<file path="src/rtl/soml_frame_buffer_if.sv">
// Sample/consumer bus of the SOML ping-pong frame buffer.
// Valid/ready semantics: a beat on H_in_valid or Y_in_valid counts only while
// the loader is loading and that stream still needs data. Beats offered at any
// other time are dropped and flagged on proto_err. start is honoured only when
// load_ready is high. calc_start is a one-cycle offer of a full bank, and
// calc_done hands that bank back.
interface soml_frame_buffer_if #(
   parameter int N  = 32,
   parameter int NR = 4,
   parameter int NT = 4,
   parameter int NY = 8
);
   localparam int RW = (NR > 1) ? $clog2(NR) : 1;
   localparam int CW = (NT > 1) ? $clog2(NT) : 1;
   localparam int YW = (NY > 2) ? $clog2(NY / 2) : 1;

   // loader side
   logic          start;
   logic          H_in_valid;
   logic [N-1:0]  H_in_r;
   logic [N-1:0]  H_in_i;
   logic          Y_in_valid;
   logic [N-1:0]  Y_in_r;
   logic [N-1:0]  Y_in_i;
   logic          load_ready;
   logic          loading;
   // consumer side
   logic          calc_start;
   logic          calc_bank;
   logic          calc_done;
   logic [RW-1:0] rd_h_row;
   logic [CW-1:0] rd_h_col;
   logic [N-1:0]  rd_h_r;
   logic [N-1:0]  rd_h_i;
   logic          rd_y_half;
   logic [YW-1:0] rd_y_idx;
   logic [N-1:0]  rd_y_r;
   logic [N-1:0]  rd_y_i;
   // status and FSM visibility
   logic          proto_err;
   logic          dbg_load_st;   // 0 = L_IDLE, 1 = L_LOAD
   logic [3:0]    dbg_bank_st;   // {bank1, bank0}: 0 EMPTY, 1 FILLING, 2 FULL, 3 BUSY

   modport master (
      output start, H_in_valid, H_in_r, H_in_i, Y_in_valid, Y_in_r, Y_in_i,
      output calc_done, rd_h_row, rd_h_col, rd_y_half, rd_y_idx,
      input  load_ready, loading, calc_start, calc_bank,
      input  rd_h_r, rd_h_i, rd_y_r, rd_y_i, proto_err, dbg_load_st, dbg_bank_st
   );

   modport slave (
      input  start, H_in_valid, H_in_r, H_in_i, Y_in_valid, Y_in_r, Y_in_i,
      input  calc_done, rd_h_row, rd_h_col, rd_y_half, rd_y_idx,
      output load_ready, loading, calc_start, calc_bank,
      output rd_h_r, rd_h_i, rd_y_r, rd_y_i, proto_err, dbg_load_st, dbg_bank_st
   );
endinterface

</file>
<file path="src/rtl/soml_frame_buffer.sv">
// Ping-pong frame buffer for the SOML decoder: one bank loads H and Y while
// the other bank is read by the Hq/trace pipeline. NY is assumed to be a power
// of two so that {half, idx} forms the Y address directly.
module soml_frame_buffer #(
   parameter int N      = 32,
   parameter int NR     = 4,
   parameter int NT     = 4,
   parameter int NY     = 8,
   parameter bit CONJ_Y = 1'b1
) (
   input logic              clk,
   input logic              rst,
   soml_frame_buffer_if.slave bus
);

   localparam int HN  = NR * NT;
   localparam int HAW = (HN > 1) ? $clog2(HN) : 1;
   localparam int HCW = $clog2(HN + 1);
   localparam int YAW = (NY > 1) ? $clog2(NY) : 1;
   localparam int YCW = $clog2(NY + 1);
   localparam logic [HCW-1:0] H_LAST = HCW'(HN - 1);
   localparam logic [HCW-1:0] H_ALL  = HCW'(HN);
   localparam logic [YCW-1:0] Y_LAST = YCW'(NY - 1);
   localparam logic [YCW-1:0] Y_ALL  = YCW'(NY);

   typedef enum logic [1:0] {B_EMPTY = 2'd0, B_FILLING = 2'd1, B_FULL = 2'd2, B_BUSY = 2'd3} bank_st_e;
   typedef enum logic {L_IDLE = 1'b0, L_LOAD = 1'b1} load_st_e;

   load_st_e       load_st_q, load_st_d;
   bank_st_e       bank_st_q [2];
   bank_st_e       bank_st_d [2];
   logic           wr_bank_q, wr_bank_d;
   logic           calc_bank_q, calc_bank_d;
   logic [HCW-1:0] h_cnt_q, h_cnt_d;
   logic [YCW-1:0] y_cnt_q, y_cnt_d;
   logic           proto_err_q, proto_err_d;

   // Banks are flattened as {bank, address}; contents are never reset.
   logic [N-1:0] h_r_mem [2**(HAW+1)];
   logic [N-1:0] h_i_mem [2**(HAW+1)];
   logic [N-1:0] y_r_mem [2**(YAW+1)];
   logic [N-1:0] y_i_mem [2**(YAW+1)];

   logic     h_acc, y_acc, h_full_now, y_full_now, frame_done;
   logic     any_busy, disp_bank, dispatch, load_ready;
   logic     calc_bank_out;
   logic [N-1:0] y_i_wr;
   logic [HAW-1:0] rd_h_addr;

   // A beat is accepted only while loading and while its stream is short.
   // A frame completes on the cycle the second stream takes its last beat.
   always_comb begin
      h_acc      = (load_st_q == L_LOAD) && bus.H_in_valid && (h_cnt_q != H_ALL);
      y_acc      = (load_st_q == L_LOAD) && bus.Y_in_valid && (y_cnt_q != Y_ALL);
      h_full_now = (h_cnt_q == H_ALL) || (h_acc && (h_cnt_q == H_LAST));
      y_full_now = (y_cnt_q == Y_ALL) || (y_acc && (y_cnt_q == Y_LAST));
      frame_done = (load_st_q == L_LOAD) && h_full_now && y_full_now;
      any_busy   = (bank_st_q[0] == B_BUSY) || (bank_st_q[1] == B_BUSY);
      // The bank not last dispatched is the older one if it is waiting.
      disp_bank  = (bank_st_q[~calc_bank_q] == B_FULL) ? ~calc_bank_q : calc_bank_q;
      dispatch   = !any_busy && (bank_st_q[disp_bank] == B_FULL);
      load_ready = (load_st_q == L_IDLE) && (bank_st_q[wr_bank_q] == B_EMPTY);
   end

   // Next-state for the loader FSM, bank states and the consumer hand-off.
   always_comb begin
      load_st_d    = load_st_q;
      bank_st_d[0] = bank_st_q[0];
      bank_st_d[1] = bank_st_q[1];
      wr_bank_d    = wr_bank_q;
      calc_bank_d  = calc_bank_q;
      h_cnt_d      = h_cnt_q;
      y_cnt_d      = y_cnt_q;
      proto_err_d  = proto_err_q;
      case (load_st_q)
         L_IDLE: begin
            if (bus.H_in_valid || bus.Y_in_valid) proto_err_d = 1'b1;
            if (bus.start) begin
               if (load_ready) begin
                  load_st_d            = L_LOAD;
                  bank_st_d[wr_bank_q] = B_FILLING;
               end else begin
                  proto_err_d = 1'b1;
               end
            end
         end
         L_LOAD: begin
            if ((bus.H_in_valid && !h_acc) || (bus.Y_in_valid && !y_acc)) proto_err_d = 1'b1;
            h_cnt_d = h_cnt_q + {{(HCW-1){1'b0}}, h_acc};
            y_cnt_d = y_cnt_q + {{(YCW-1){1'b0}}, y_acc};
            if (frame_done) begin
               bank_st_d[wr_bank_q] = B_FULL;
               h_cnt_d              = '0;
               y_cnt_d              = '0;
               wr_bank_d            = ~wr_bank_q;
               load_st_d            = L_IDLE;
            end
         end
         default: load_st_d = L_IDLE;
      endcase
      // Dispatch needs no BUSY bank and release needs one, so they never coincide.
      if (dispatch) begin
         bank_st_d[disp_bank] = B_BUSY;
         calc_bank_d          = disp_bank;
      end
      if (bus.calc_done && (bank_st_q[calc_bank_q] == B_BUSY)) begin
         bank_st_d[calc_bank_q] = B_EMPTY;
      end
   end

   // State registers with synchronous reset.
   always_ff @(posedge clk) begin
      if (rst) begin
         load_st_q    <= L_IDLE;
         bank_st_q[0] <= B_EMPTY;
         bank_st_q[1] <= B_EMPTY;
         wr_bank_q    <= 1'b0;
         calc_bank_q  <= 1'b0;
         h_cnt_q      <= '0;
         y_cnt_q      <= '0;
         proto_err_q  <= 1'b0;
      end else begin
         load_st_q    <= load_st_d;
         bank_st_q[0] <= bank_st_d[0];
         bank_st_q[1] <= bank_st_d[1];
         wr_bank_q    <= wr_bank_d;
         calc_bank_q  <= calc_bank_d;
         h_cnt_q      <= h_cnt_d;
         y_cnt_q      <= y_cnt_d;
         proto_err_q  <= proto_err_d;
      end
   end

   // Conjugation is a plain two's-complement negate; the most negative value maps to itself.
   assign y_i_wr = CONJ_Y ? (-bus.Y_in_i) : bus.Y_in_i;

   // Sample RAM writes into the bank being filled.
   always_ff @(posedge clk) begin
      if (h_acc) begin
         h_r_mem[{wr_bank_q, h_cnt_q[HAW-1:0]}] <= bus.H_in_r;
         h_i_mem[{wr_bank_q, h_cnt_q[HAW-1:0]}] <= bus.H_in_i;
      end
      if (y_acc) begin
         y_r_mem[{wr_bank_q, y_cnt_q[YAW-1:0]}] <= bus.Y_in_r;
         y_i_mem[{wr_bank_q, y_cnt_q[YAW-1:0]}] <= y_i_wr;
      end
   end

   // During the calc_start cycle the consumer already sees the bank being handed over.
   assign calc_bank_out = dispatch ? disp_bank : calc_bank_q;
   assign rd_h_addr     = HAW'(bus.rd_h_row) * HAW'(NT) + HAW'(bus.rd_h_col);

   assign bus.load_ready  = load_ready;
   assign bus.loading     = (load_st_q == L_LOAD);
   assign bus.calc_start  = dispatch;
   assign bus.calc_bank   = calc_bank_out;
   assign bus.rd_h_r      = h_r_mem[{calc_bank_out, rd_h_addr}];
   assign bus.rd_h_i      = h_i_mem[{calc_bank_out, rd_h_addr}];
   assign bus.rd_y_r      = y_r_mem[{calc_bank_out, bus.rd_y_half, bus.rd_y_idx}];
   assign bus.rd_y_i      = y_i_mem[{calc_bank_out, bus.rd_y_half, bus.rd_y_idx}];
   assign bus.proto_err   = proto_err_q;
   assign bus.dbg_load_st = load_st_q;
   assign bus.dbg_bank_st = {bank_st_q[1], bank_st_q[0]};

endmodule
</file>
<file path="src/flat_wrapper.sv">
// flat-port wrapper written by rule: the top's interface ports become plain ports
module soml_frame_buffer_flat 
#(
   parameter int N      = 32,
   parameter int NR     = 4,
   parameter int NT     = 4,
   parameter int NY     = 8,
   parameter bit CONJ_Y = 1'b1
)
  (clk, rst, bus_start, bus_H_in_valid, bus_H_in_r, bus_H_in_i, bus_Y_in_valid, bus_Y_in_r, bus_Y_in_i, bus_calc_done, bus_rd_h_row, bus_rd_h_col, bus_rd_y_half, bus_rd_y_idx, bus_load_ready, bus_loading, bus_calc_start, bus_calc_bank, bus_rd_h_r, bus_rd_h_i, bus_rd_y_r, bus_rd_y_i, bus_proto_err, bus_dbg_load_st, bus_dbg_bank_st);
  soml_frame_buffer_if #(.N(N), .NR(NR), .NT(NT), .NY(NY)) bus_i ();
  input logic clk;
  input logic rst;
  input wire logic [$bits(bus_i.start)-1:0] bus_start;
  input wire logic [$bits(bus_i.H_in_valid)-1:0] bus_H_in_valid;
  input wire logic [$bits(bus_i.H_in_r)-1:0] bus_H_in_r;
  input wire logic [$bits(bus_i.H_in_i)-1:0] bus_H_in_i;
  input wire logic [$bits(bus_i.Y_in_valid)-1:0] bus_Y_in_valid;
  input wire logic [$bits(bus_i.Y_in_r)-1:0] bus_Y_in_r;
  input wire logic [$bits(bus_i.Y_in_i)-1:0] bus_Y_in_i;
  input wire logic [$bits(bus_i.calc_done)-1:0] bus_calc_done;
  input wire logic [$bits(bus_i.rd_h_row)-1:0] bus_rd_h_row;
  input wire logic [$bits(bus_i.rd_h_col)-1:0] bus_rd_h_col;
  input wire logic [$bits(bus_i.rd_y_half)-1:0] bus_rd_y_half;
  input wire logic [$bits(bus_i.rd_y_idx)-1:0] bus_rd_y_idx;
  output wire logic [$bits(bus_i.load_ready)-1:0] bus_load_ready;
  output wire logic [$bits(bus_i.loading)-1:0] bus_loading;
  output wire logic [$bits(bus_i.calc_start)-1:0] bus_calc_start;
  output wire logic [$bits(bus_i.calc_bank)-1:0] bus_calc_bank;
  output wire logic [$bits(bus_i.rd_h_r)-1:0] bus_rd_h_r;
  output wire logic [$bits(bus_i.rd_h_i)-1:0] bus_rd_h_i;
  output wire logic [$bits(bus_i.rd_y_r)-1:0] bus_rd_y_r;
  output wire logic [$bits(bus_i.rd_y_i)-1:0] bus_rd_y_i;
  output wire logic [$bits(bus_i.proto_err)-1:0] bus_proto_err;
  output wire logic [$bits(bus_i.dbg_load_st)-1:0] bus_dbg_load_st;
  output wire logic [$bits(bus_i.dbg_bank_st)-1:0] bus_dbg_bank_st;
  assign bus_i.start = bus_start;
  assign bus_i.H_in_valid = bus_H_in_valid;
  assign bus_i.H_in_r = bus_H_in_r;
  assign bus_i.H_in_i = bus_H_in_i;
  assign bus_i.Y_in_valid = bus_Y_in_valid;
  assign bus_i.Y_in_r = bus_Y_in_r;
  assign bus_i.Y_in_i = bus_Y_in_i;
  assign bus_i.calc_done = bus_calc_done;
  assign bus_i.rd_h_row = bus_rd_h_row;
  assign bus_i.rd_h_col = bus_rd_h_col;
  assign bus_i.rd_y_half = bus_rd_y_half;
  assign bus_i.rd_y_idx = bus_rd_y_idx;
  assign bus_load_ready = bus_i.load_ready;
  assign bus_loading = bus_i.loading;
  assign bus_calc_start = bus_i.calc_start;
  assign bus_calc_bank = bus_i.calc_bank;
  assign bus_rd_h_r = bus_i.rd_h_r;
  assign bus_rd_h_i = bus_i.rd_h_i;
  assign bus_rd_y_r = bus_i.rd_y_r;
  assign bus_rd_y_i = bus_i.rd_y_i;
  assign bus_proto_err = bus_i.proto_err;
  assign bus_dbg_load_st = bus_i.dbg_load_st;
  assign bus_dbg_bank_st = bus_i.dbg_bank_st;
  soml_frame_buffer #(.N(N), .NR(NR), .NT(NT), .NY(NY), .CONJ_Y(CONJ_Y)) u_core (.clk(clk), .rst(rst), .bus(bus_i));
endmodule
</file>
<file path="config.mk">
export PLATFORM = sky130hd
export DESIGN_NAME = soml_frame_buffer_flat
export DESIGN_NICKNAME = d
export VERILOG_FILES = /design/src/rtl/soml_frame_buffer_if.sv /design/src/rtl/soml_frame_buffer.sv /design/src/flat_wrapper.sv
export SDC_FILE = /design/constraint.sdc
export NUM_CORES = 2
export LEC_CHECK = 0
export ABC_AREA = 1
export CORE_MARGIN = 2
export CORE_UTILIZATION = 46
export DETAILED_ROUTE_END_ITERATION = 10
export PLACE_DENSITY = 0.65
export SYNTH_ARGS = -nofsm -noshare
export SYNTH_HDL_FRONTEND = slang
export SYNTH_SLANG_ARGS = --single-unit
export TNS_END_PERCENT = 20
</file>
<file path="constraint.sdc">
create_clock -name clk -period 5.98 [get_ports clk]
set_clock_uncertainty 0.2 [all_clocks]
set_input_delay 1.495 -clock clk [delete_from_list [all_inputs] [get_ports clk]]
set_output_delay 1.495 -clock clk [all_outputs]
set_load 0.01 [all_outputs]
</file>
# --- Word level (Yosys, flattened, before mapping) ---
# Memory sizes are Yosys's and may differ from the RTL's. A register that Yosys moved wholly into a read port is not among the register bits.
# Cells that the tools add are included.
# Widths: inputs -> output; s select.
totals:
  mem_bits_rw: 3076
  n_memories: 5
  word_cells: 113
  register_bits: 13
classes:
  n_reduce_logical: 26
  n_lt_le_gt_ge: 6
  n_bitwise: 17
  addsub: 4
  muxes: 37
  eq_ne: 12
mem_list:
  columns: ["memory", "words", "word_bits", "rd", "rd_clocked_by_memory_dff", "wr", "line", "source"]
  rows:
  - ["u_core.h_i_mem", 32, 32, 1, 0, 1, "soml_frame_buffer.sv:40", "logic [N-1:0] h_i_mem [2**(HAW+1)];"]
  - ["u_core.h_r_mem", 32, 32, 1, 0, 1, "soml_frame_buffer.sv:39", "logic [N-1:0] h_r_mem [2**(HAW+1)];"]
  - ["u_core.y_i_mem", 16, 32, 1, 0, 1, "soml_frame_buffer.sv:42", "logic [N-1:0] y_i_mem [2**(YAW+1)];"]
  - ["u_core.y_r_mem", 16, 32, 1, 0, 1, "soml_frame_buffer.sv:41", "logic [N-1:0] y_r_mem [2**(YAW+1)];"]
  - ["u_core.bank_st_q", 2, 2, 6, 2, 2, "soml_frame_buffer.sv:30", "bank_st_e bank_st_q [2];"]
op_table:
  columns: ["op", "n"]
  rows:
  - ["$neg 32->32", 1]
  - ["$mux 4", 6]
  - ["$mux 1", 19]
  - ["$logic_and 1x1->1", 16]
  - ["$eq 2x2->1 const B", 5]
  - ["$mux 2", 5]
  - ["$pmux 4 s2", 1]
  - ["$demux 2 s1", 3]
  - ["$ge 2x2->1 const B", 3]
  - ["$lt 2x1->1 const B", 3]
  - ["$not 1->2", 3]
  - ["$add 5x1->5", 1]
  - ["$eq 5x4->1 const B", 1]
  - ["$eq 5x5->1 const B", 1]
  - ["$logic_or 1x1->1", 5]
  - ["$mux 5", 1]
  - ["$ne 5x5->1 const B", 1]
  - ["$add 4x1->4", 1]
  - ["$add 4x2->4", 1]
  - ["$and 2x2->2", 2]
  - ["$and 4x4->4", 1]
  - ["$eq 4x3->1 const B", 1]
  - ["$eq 4x4->1 const B", 1]
  - ["$ne 4x4->1 const B", 1]
  - ["other kinds (11)", 19]

# --- Logic depth before layout (Yosys ltp) ---
logic_depth:
  depth_word: 15
  ltp_mapped: 12
  depth_no_buf: 11

# --- Worst setup path before layout ---
# Ideal clock, no wire load.
synth_timing:
  path_type: "input to register"
  start: "in bus_Y_in_valid"
  end: "mem u_core.y_i_mem[11][0] (enable)"
  path_slack_ns: 0.565
  arrival_ns: 4.728
  setup_ns: 0.487
  cell_stages: 4
  n_path_buf: 0
  cell_sequence: "nand2_1 -> a31oi_1 -> nand3_1 -> nor2_1"
synth_between:
  elab_chain_len: 4
synth_rtl:
  columns: ["item", "line", "source"]
  rows:
  - ["from (decl)", "flat_wrapper.sv:18", "input wire logic [$bits(bus_i.Y_in_valid)-1:0] bus_Y_in_valid;"]
  - ["$logic_and 1x1->1 (2 in series)", "soml_frame_buffer.sv:54", "y_acc = (load_st_q == L_LOAD) && bus.Y_in_valid && (y_cnt_q != Y_ALL);"]
  - ["$mux 1", "soml_frame_buffer.sv:143", "if (y_acc) begin"]
  - ["$mux 1 (implied by the code)", "soml_frame_buffer.sv:145", "y_i_mem[{wr_bank_q, y_cnt_q[YAW-1:0]}] <= y_i_wr;"]
  - ["to (decl)", "soml_frame_buffer.sv:42", null]
# No other way between the ends.

==> qor.csv <==
stage,metric,value,unit
run_status,run_status,completed,
min_path,worstHoldPathCells,2,
sta,fin_ws,0.186,ns
sta,setup_viol,0,
routing,wl_per_cell,24.2,µm
grt,grt_max_degree,132,
min_path,hp-class,flip-flop to flip-flop,
final_layout,drive_above_1_share,7.51,%
yosys,synth_commonest_cells,"edfxtp_1 (3072), nand2_1 (2716), nand3_1 (2248)",
power,power.density,345,nW/µm²
yosys,postSynthCellCount,10230,
grt,antenna_found_initial,39,
die,dieWidth,525,µm
clock_tree,cts_sinks,3090,
yosys,synthFlopType,edfxtp_1,
setup_path,criticalPathCategory,flip-flop to output pin,
sta,fin_tns_setup,0,ns
clock_tree,root_buffer,clkbuf_16,
yosys,syn-num-nets,10376,
die,core,270000,µm²
clock_tree,cts_max_path_buffers,4,
final_layout,fin_area,144000,µm²
die,die_area,276000,µm²
grt,grt_pass1_wl,509000,µm
min_path,hold_path.startpoint,u_core.bus.proto_err$_SDFFE_PP0P_,
setup_path,cp_max_fo,34,
sta,period_needed,5.79,ns
grt,overflow,0,
routing,ant_nets,0,
setup_path,arrival,4.10,ns
placed_design,hpwl,171000,µm
yosys,ys_seq_elements,3090,
setup_path,crit_path_end_kind,output pin,
power,peakVddDrop,0.396,mV
die,io_pins,279,
clock_tree,cts_buffers,324,
final_layout,nets,10621,
clock_tree,postCtsSetupRepairBufs,0,
routing,drt_iter0_drc,9714,
sta,slew_headroom,15.2,%
sta,fmax,173,MHz
yosys,seq_area_frac_synth,74.2,%
sta,final-hold-violation-count,0,
power,p_leak,51.0,nW
sta,maxSlewViolCount,0,
yosys,syn-cell-area,125000,µm²
min_path,holdPathEnd,u_core.bus.proto_err$_SDFFE_PP0P_,
clock_tree,clk_pin_slew,0.06,ns
clock_tree,htreeDepth,5,
placed_design,gp_congestion,0.824,
die,rows,191,
yosys,yosysTopAreaCell,edfxtp_1,
sta,worstMarginPinSlew,1.27,ns
routing,dr.pass1.iters,6,
yosys,ys.warnings.count,0,
die,start_util,46.2,%
run,maxCapViolations,0,
setup_path,r2r_start,u_core.h_cnt_q[3]$_SDFFE_PP0P_,
placed_design,portBuffers,278,
setup_path,ff2ff_path_depth,7,
final_layout,area.growth.synth_to_final,15.2,%
sta,fin_crit_sh,96.9,%
yosys,synth_top_area_share,73.9,%
yosys,ys_types,27,
grt,grt_pass1_vias,77898,
placed_design,dpl_cell_area,134000,µm²
yosys,synth_edf_count,3072,
setup_path,cp-start-kind,flip-flop,
routing,drc,0,
grt,grt_use_total,24.6,%
yosys,synth_area_leaders,"edfxtp_1 (74%), nand3_1 (9.0%), nand2_1 (8.2%)",
yosys,syn_area_per_cell,12.2,µm²
setup_path,rr_endpoint,u_core.h_i_mem[13][24]$_DFFE_PP_,
placed_design,preCtsSetupSlack,0.439,ns
clock_tree,cts_tree,done,
setup_path,crit_required,4.28,ns
clock_tree,clk-insertion-delay-late,0.82,ns
routing,via_per_inst,5.73,
setup_path,worst-r2r-setup-slack,2.61,ns
yosys,async_flop_share,0,%
routing,totalWireLength,347000,µm
routing,vias,82024,
yosys,synth_most_common_cell,edfxtp_1,
sta,rsz0062_at_grt,no,
power,power,49.6,mW
die,die_y,525,µm
[flip-flops by register name, summed over array words and instances (netlist names), named ones only]
signal and cells:
u_core.h_i_mem 1024, u_core.h_r_mem 1024, u_core.y_i_mem 512, u_core.y_r_mem 512, u_core.h_cnt_q 5, u_core.bank_st_q 4
u_core.y_cnt_q 4, u_core.bus.dbg_load_st 1, u_core.bus.proto_err 1, u_core.calc_bank_q 1, u_core.wr_bank_q 1
[power breakdown]
group	internal (mW)	switching (mW)	total (mW)
registers	23.9	0.0194	23.9
clock network	11.4	8.23	19.7
logic	2.00	4.01	6.01
[cell type report]
| class | instances | area, µm² |
|---|---|---|
| clock inverter | 180 | 1800 |
| clock buffer | 395 | 8460 |
| timing repair buffer | 577 | 7030 |
| fill | 22023 | 126000 |
| tap | 3570 | 4470 |
| inverter | 565 | 2180 |
| multi-input combinational | 5917 | 27300 |
| antenna | 10 | 25.0 |
| sequential | 3090 | 92600 |
[what timing repair did]
| action | in CTS | in global routing |
|---|---|---|
| cloned | 0 | 0 |
| gates resized for setup | 1 | 1 |
| hold buffers | 0 | 0 |
| endpoints found under the setup margin | 1 | 9 |
[cells by family (layout without fill, tap and decap cells)]
logic type	Yosys count	after routing	synth area share (%)
other cells	0	10	0
buf+inv	1223	1717	4.28
xor+xnor	26	26	0.182
flops	3090	3090	74.2
simple gates	5095	5095	17.6
compound gates	791	791	3.70
fa+ha+maj	5	5	0.0501
[cells in the final DEF, fill, tap and decap left out, types with 6 or more instances in the layout]
cell,Yosys,final
nor3_1,8,8
inv_1,561,558
diode_2,0,10
o211ai_1,257,257
clkbuf_16,0,328
buf_4,47,142
inv_16,0,6
xor2_1,22,22
clkinv_2,0,54
bufinv_16,0,31
o21ai_0,259,259
nand4_1,13,13
nand3_1,2248,2248
buf_12,0,158
clkinv_1,0,67
nor2_1,106,58
inv_6,0,12
nor2_4,0,48
edfxtp_1,3072,3072
clkbuf_1,138,67
dfxtp_1,18,18
nand2_1,2716,2716
clkdlybuf4s50_1,0,270
a21oi_1,270,270
[critical path, cell delays in order (launching register included)]
cell and delay [ns]:
dfxtp_1 0.41, nand2_1 0.15, nand3_1 0.12, nand3_1 0.23
nand2_8 0.50, buf_4 0.58, nand3_1 0.28, nand2_1 0.28
clkdlybuf4s50_1 0.58
[through the flow]
stage / hold WS (ns) / instances / util (%)
after detailed placement: 0.269 / 13719 / 49.4
after floorplan: 0.299 / 10230 / -
final: 0.273 / 14304 / 53.2
after CTS: 0.281 / 14294 / 53.2
after global routing: 0.311 / 14299 / 53.2
after global placement: 0.260 / 13719 / 49.4
[worst max-delay path by stage]
stage / startpoint / end / slack [ns] / cells after the start
6_report: u_core.bank_st_q[0][1]$_SDFF_PP0_ / bus_rd_h_i[24] / 0.19 / 8
4_1_cts: u_core.bank_st_q[0][0]$_SDFF_PP0_ / bus_rd_h_i[26] / 0.10 / 10
3_5_place_dp: bus_rd_h_col[0] / bus_rd_h_i[23] / 0.44 / 14
2_1_floorplan: bus_Y_in_valid / u_core.y_i_mem[11][0]$_DFFE_PP_ / 0.57 / 4
3_3_place_gp: bus_rd_h_col[0] / bus_rd_h_i[23] / 0.43 / 14
5_1_grt: u_core.bank_st_q[0][0]$_SDFF_PP0_ / bus_rd_y_i[23] / 0.02 / 10
[layer usage]
metal / wire (µm) / share of wire [%] / GRT usage (%) / vias to the layer above
met5: 169 / 0.049 / 0 / -
met4: 12000 / 3.5 / 8.51 / 28
met3: 30100 / 8.7 / 3.56 / 729
met2: 168000 / 48 / 40.7 / 3978
met1: 136000 / 39 / 33.2 / 40454
li1: - / - / - / 36835
Note: power is estimated with default switching activity, not from simulation.
